File: src/rtl/keypad_scan_decoder.sv
// rtl/keypad_scan_decoder.sv - 4x4 keypad column scan, row debounce and key code strobe
//
// Purpose:
//   Drives active-low one-hot columns from an external 2-bit scan counter,
//   synchronises the asynchronous row inputs, debounces a press and its
//   release, and emits a key code with a single-cycle valid pulse. The
//   external counter is paced through stop_o: it only advances during the
//   single ADVANCE cycle that follows an idle dwell or a debounced release.
//
// Ports:
//   clk          in   system clock
//   rst          in   synchronous, active-low reset
//   scan_idx_i   in   [1:0] column index from the scan counter
//   row_i        in   [3:0] raw rows, asynchronous, active-low, pulled up
//   col_o        out  [3:0] column drive, active-low one-hot, registered
//   stop_o       out  1 = hold counter, 0 = advance one step
//   key_code_o   out  [3:0] code of the last accepted key
//   key_valid_o  out  one-cycle pulse when key_code_o updates
//
// Build option:
//   KEYPAD_HEX_MAP_EN  when defined, codes follow the hex keypad legend
//                      (1 2 3 A / 4 5 6 B / 7 8 9 C / E 0 F D); otherwise
//                      the raw code row*4+col is reported.

module keypad_scan_decoder #(
    parameter int DWELL_CYCLES = 8,
    parameter int DB_CYCLES    = 20000
) (
    input  logic       clk,
    input  logic       rst,
    input  logic [1:0] scan_idx_i,
    input  logic [3:0] row_i,
    output logic [3:0] col_o,
    output logic       stop_o,
    output logic [3:0] key_code_o,
    output logic       key_valid_o
);

    localparam int DWELL_W = $clog2(DWELL_CYCLES + 1);
    localparam int DB_W    = $clog2(DB_CYCLES + 1);

    localparam logic [DWELL_W-1:0] DWELL_LAST = DWELL_W'(DWELL_CYCLES - 1);
    localparam logic [DB_W-1:0]    DB_LAST    = DB_W'(DB_CYCLES - 1);

    localparam logic [2:0] ST_SCAN     = 3'd0;
    localparam logic [2:0] ST_ADVANCE  = 3'd1;
    localparam logic [2:0] ST_DEBOUNCE = 3'd2;
    localparam logic [2:0] ST_HELD     = 3'd3;
    localparam logic [2:0] ST_RELEASE  = 3'd4;

    localparam logic [3:0] ROWS_IDLE = 4'b1111;

    logic [2:0]         state_q, state_d;
    logic [DWELL_W-1:0] dwell_q, dwell_d;
    logic [DB_W-1:0]    db_cnt_q, db_cnt_d;
    logic [3:0]         col_q, col_d;
    logic [3:0]         sync1_q, sync1_d;
    logic [3:0]         row_s_q, row_s_d;
    logic [1:0]         col_idx_q, col_idx_d;
    logic [1:0]         row_idx_q, row_idx_d;
    logic [3:0]         row_ref_q, row_ref_d;
    logic [3:0]         key_code_q, key_code_d;
    logic               key_valid_q, key_valid_d;

    logic               key_seen;
    logic [1:0]         row_enc;
    logic               row_match;
    logic               rows_idle;

    // Map a (row, column) position to the reported key code.
    function automatic logic [3:0] key_code_of(input logic [1:0] r, input logic [1:0] c);
        logic [3:0] code;
`ifdef KEYPAD_HEX_MAP_EN
        case ({r, c})
            4'd0:    code = 4'h1;
            4'd1:    code = 4'h2;
            4'd2:    code = 4'h3;
            4'd3:    code = 4'hA;
            4'd4:    code = 4'h4;
            4'd5:    code = 4'h5;
            4'd6:    code = 4'h6;
            4'd7:    code = 4'hB;
            4'd8:    code = 4'h7;
            4'd9:    code = 4'h8;
            4'd10:   code = 4'h9;
            4'd11:   code = 4'hC;
            4'd12:   code = 4'hE;
            4'd13:   code = 4'h0;
            4'd14:   code = 4'hF;
            default: code = 4'hD;
        endcase
`else
        code = {r, c};
`endif
        return code;
    endfunction

    assign key_seen  = (row_s_q != ROWS_IDLE);
    assign row_match = (row_s_q == row_ref_q);
    assign rows_idle = (row_s_q == ROWS_IDLE);

    // Lowest-index low row wins when several rows are pulled down together.
    always_comb begin
        row_enc = 2'd0;
        if (!row_s_q[0]) begin
            row_enc = 2'd0;
        end else if (!row_s_q[1]) begin
            row_enc = 2'd1;
        end else if (!row_s_q[2]) begin
            row_enc = 2'd2;
        end else if (!row_s_q[3]) begin
            row_enc = 2'd3;
        end
    end

    always_comb begin
        state_d     = state_q;
        dwell_d     = dwell_q;
        db_cnt_d    = db_cnt_q;
        col_idx_d   = col_idx_q;
        row_idx_d   = row_idx_q;
        row_ref_d   = row_ref_q;
        key_code_d  = key_code_q;
        key_valid_d = 1'b0;

        // The column register always follows the counter; while this block
        // holds stop_o high the counter is frozen, so the drive is frozen too.
        col_d   = ~(4'b0001 << scan_idx_i);
        sync1_d = row_i;
        sync2_assign: begin
            row_s_d = sync1_q;
        end

        case (state_q)
            ST_SCAN: begin
                if (dwell_q == DWELL_LAST) begin
                    dwell_d = '0;
                    if (key_seen) begin
                        col_idx_d = scan_idx_i;
                        row_idx_d = row_enc;
                        row_ref_d = row_s_q;
                        db_cnt_d  = '0;
                        state_d   = ST_DEBOUNCE;
                    end else begin
                        state_d = ST_ADVANCE;
                    end
                end else begin
                    dwell_d = dwell_q + 1'b1;
                end
            end

            ST_ADVANCE: begin
                dwell_d = '0;
                state_d = ST_SCAN;
            end

            ST_DEBOUNCE: begin
                if (row_match) begin
                    if (db_cnt_q == DB_LAST) begin
                        db_cnt_d    = '0;
                        key_code_d  = key_code_of(row_idx_q, col_idx_q);
                        key_valid_d = 1'b1;
                        state_d     = ST_HELD;
                    end else begin
                        db_cnt_d = db_cnt_q + 1'b1;
                    end
                end else begin
                    // A bounce re-runs the dwell on the same column; the
                    // counter was never released, so no column is skipped.
                    db_cnt_d = '0;
                    dwell_d  = '0;
                    state_d  = ST_SCAN;
                end
            end

            ST_HELD: begin
                if (rows_idle) begin
                    db_cnt_d = '0;
                    state_d  = ST_RELEASE;
                end
            end

            ST_RELEASE: begin
                if (rows_idle) begin
                    if (db_cnt_q == DB_LAST) begin
                        db_cnt_d = '0;
                        state_d  = ST_ADVANCE;
                    end else begin
                        db_cnt_d = db_cnt_q + 1'b1;
                    end
                end else begin
                    db_cnt_d = '0;
                    state_d  = ST_HELD;
                end
            end

            default: begin
                dwell_d  = '0;
                db_cnt_d = '0;
                state_d  = ST_SCAN;
            end
        endcase
    end

    always_ff @(posedge clk) begin
        if (!rst) begin
            state_q     <= ST_SCAN;
            dwell_q     <= '0;
            db_cnt_q    <= '0;
            col_q       <= 4'b1111;
            sync1_q     <= 4'b1111;
            row_s_q     <= 4'b1111;
            col_idx_q   <= 2'd0;
            row_idx_q   <= 2'd0;
            row_ref_q   <= 4'b1111;
            key_code_q  <= 4'd0;
            key_valid_q <= 1'b0;
        end else begin
            state_q     <= state_d;
            dwell_q     <= dwell_d;
            db_cnt_q    <= db_cnt_d;
            col_q       <= col_d;
            sync1_q     <= sync1_d;
            row_s_q     <= row_s_d;
            col_idx_q   <= col_idx_d;
            row_idx_q   <= row_idx_d;
            row_ref_q   <= row_ref_d;
            key_code_q  <= key_code_d;
            key_valid_q <= key_valid_d;
        end
    end

    assign col_o       = col_q;
    assign stop_o      = (state_q != ST_ADVANCE);
    assign key_code_o  = key_code_q;
    assign key_valid_o = key_valid_q;

endmodule
File: config.mk
export PLATFORM = sky130hd
export DESIGN_NAME = keypad_scan_decoder
export DESIGN_NICKNAME = d
export VERILOG_FILES = /design/src/rtl/keypad_scan_decoder.sv
export SDC_FILE = /design/constraint.sdc
export NUM_CORES = 1
export LEC_CHECK = 0
export ABC_AREA = 1
export CAP_MARGIN = 15
export CORE_UTILIZATION = 31
export CTS_CLUSTER_DIAMETER = 120
export DETAILED_ROUTE_END_ITERATION = 7
export GPL_ROUTABILITY_DRIVEN = 1
export PLACE_DENSITY = 0.49
export SKIP_CTS_REPAIR_TIMING = 1
export SYNTH_ARGS = -nofsm -noshare
export SYNTH_HDL_FRONTEND = slang
export SYNTH_SLANG_ARGS = --single-unit
File: constraint.sdc
create_clock -name clk -period 2 [get_ports clk]
set_input_delay 0.6 -clock clk [delete_from_list [all_inputs] [get_ports clk]]
set_output_delay 0.6 -clock clk [all_outputs]
set_load 0.01 [all_outputs]
==> results.yml <==
yosys:
  postSynthRegisterBits: 47
  netlist_area_um2: 2340
  syn_inst: 352
  ys_types: 29
  syn_nets: 362
  yosysSeqAreaShare_pct: 40.3
  yosys_warnings: 0
  syn_avg_cell_area_um2: 6.64
final_layout:
  nets: 387
  diodes: 0
  area_growth_pct: 19.5
  drive_gt1_share_pct: 11.9
  stdcell_count: 477
route:
  drtIter0Drc: 95
  vias: 2119
  wirelength_mm: 5.26
  drc_errors: 0
  ant_nets: 0
  wire_per_inst_um: 11.0
  dr.pass1.iters: 4
  routed_via_density: 4.44
timing:
  rsz0062_at_grt: "no"
  relSlewSlack_pct: 62.8
  worst_slack_ns: 0.193
  hold_violations: 0
  worst_pin_slew_ns: 0.554
  setup_viol: 0
  period_share_pct: 90.4
  finalMaxSlewViolations: 0
  fmax_ghz: 0.553
  min_period_ns: 1.81
  skew_ns: 0.0191
setup_path:
  crit_arrival_ns: 1.21
  worstPathRequired_ns: 1.40
  end_kind: "primary output"
  crit_chain: "clkdlybuf4s50_1"
  cp-start-kind: "flop"
  critPathBufInv: 1
  cp_max_fo: 2
  path_class: "reg -> out"
  cp_top_family: "buffers and inverters"
  cp_slowest_stage_delay_ns: 0.54
  slowest_stage: "clkdlybuf4s50_1"
power_and_ir_drop:
  p_leak_nw: 1.33
  peakVddDrop_mv: 0.580
  finalPower_mw: 2.68
  powerDensity_nw_per_um2: 959
placed_design:
  dp_cells: 469
  hpwl_mm: 3.88
  place_congestion: 0.748
  pre_cts_slack_ns: 0.188
  io_buffers: 17
floorplanning:
  coreArea_um2: 7250
  die_h_um: 88.8
  die_w_um: 88.8
  pin_count: 18
  initial_core_util_pct: 32.2
  rows: 31
  die-area_um2: 7890
global_routing:
  grt_usage_pct: 15.1
  grt_pass1_wl_mm: 9.24
  grt_max_degree: 26
  gr-total-overflow: 0
  antenna_found_initial: 0
  grt_pass1_vias: 1978
run_status:
  outcome: "finished clean"
min_path:
  hold_path.class: "reg -> reg"
clock_tree:
  clk_latency_ns: 0.30
  htree_levels: 2
  clockBufferDepth: 2
  cts_tree: "built"
  cts_root_buffer: "clkbuf_8"
  cts_sinks: 47
  numCtsBuffers: 5
  clk_pin_slew_worst_paths_ns: 0.10
job:
  max_cap_viol_count: 0
==> where the power goes <==
group | leakage, nW | switching (mW) | total [mW] | internal, mW
clock network | 0.0587 | 0.343 | 0.722 | 0.379
registers | 0.383 | 0.0675 | 1.07 | 1.01
logic | 0.890 | 0.583 | 0.882 | 0.299
==> flip-flops by register name, indices dropped and copies added (netlist names) <==
signal,cells
state_q,3
key_valid_o,1
row_ref_q,4
key_code_o,4
col_idx_q,2
col_o,4
dwell_q,4
row_s_d,4
row_idx_q,2
row_s_q,4
db_cnt_q,15
==> worst reg2reg max path: stages (launching register included) <==
cell and delay [ns]:
dfxtp_1 0.38, ha_1 0.21, nand2_1 0.06, nor2_1 0.14, inv_1 0.07, nor2_1 0.09
nand2_1 0.06, nand2_1 0.10, nand2_2 0.14, o21ai_1 0.31, nor2_1 0.09
==> per-stage QoR <==
stage	util, %	TNS, ns	hold slack [ns]	cell area [um2]
finish	38.5	0	0.415	2790
floorplan	-	0	0.393	2340
detailed placement	36.7	0	0.402	2660
global placement	36.7	0	0.393	2660
CTS	38.3	-0.170	0.420	2780
global route	38.5	0	0.436	2790
==> synthesized netlist by cell type (all sizes together) <==
cell	number	share of area, %
and2	1	0.27
nand2	108	18
o21ai	14	3.0
o21bai	1	0.48
nand4	3	0.80
nand3b	1	0.32
nand3	37	7.9
buf	1	0.48
clkbuf	4	0.64
dfxtp	47	40
a21oi	17	3.6
o211ai	3	0.96
nor2	44	8.3
or2	8	2.1
xor2	4	1.5
o21a	1	0.32
nor3	6	1.5
inv	49	8.0
a211oi	1	0.32
ha	2	1.1
==> metal layers <==
layer / GRT usage, % / share of wire [%] / vias to the layer above
li1: - / - / 1154
met1: 21.6 / 52 / 937
met2: 23.4 / 44 / 26
met3: 2.99 / 2.8 / 2
met4: 3.08 / 0.76 / 0
met5: 0 / 0 / -
==> cell usage in the layout (no fill, tap or decap), drive strengths merged, types with 2 or more instances in the layout <==
cell           count
nand2            108
inv               50
dfxtp             47
nor2              44
nand3             37
a21oi             17
clkdlybuf4s50     16
o21ai             14
or2                8
buf                6
nor3               6
clkbuf             5
xor2               4
o211ai             3
nand4              3
ha                 2
==> area by class of cell <==
class	instances	area, um2
inverters	49	186
multi-input cells	251	1190
clock buffers	5	68.8
fillers	773	4460
well taps	99	124
repair buffers	23	230
flip-flops and latches	47	945
clock inverters	3	47.5
==> worst paths after layout <==
| kind | slack (ns) | from | end | cells after the start |
|---|---|---|---|---|
| worst min-delay path | 0.42 | row_s_d[0] | row_s_q[0] | 1 |
| worst max-delay path | 0.19 | key_code_o[3] | key_code_o[3] | 1 |
| worst min register to register | 0.42 | row_s_d[0] | row_s_q[0] | 1 |
| worst max register to register | 0.25 | db_cnt_q[0] | db_cnt_q[14] | 10 |
==> cell families after synthesis <==
group                      after synthesis  share of synthesized area (%)
adders and majority gates                2                           1.07
AOI/OAI and AO/OA                       37                           8.73
and+or+nand+nor                        208                           39.3
xor gates and xnor gates                 4                           1.50
buffers and inverters                   54                           9.10
DFF                                     47                           40.3
Note: power is estimated with default switching activity, not from simulation.
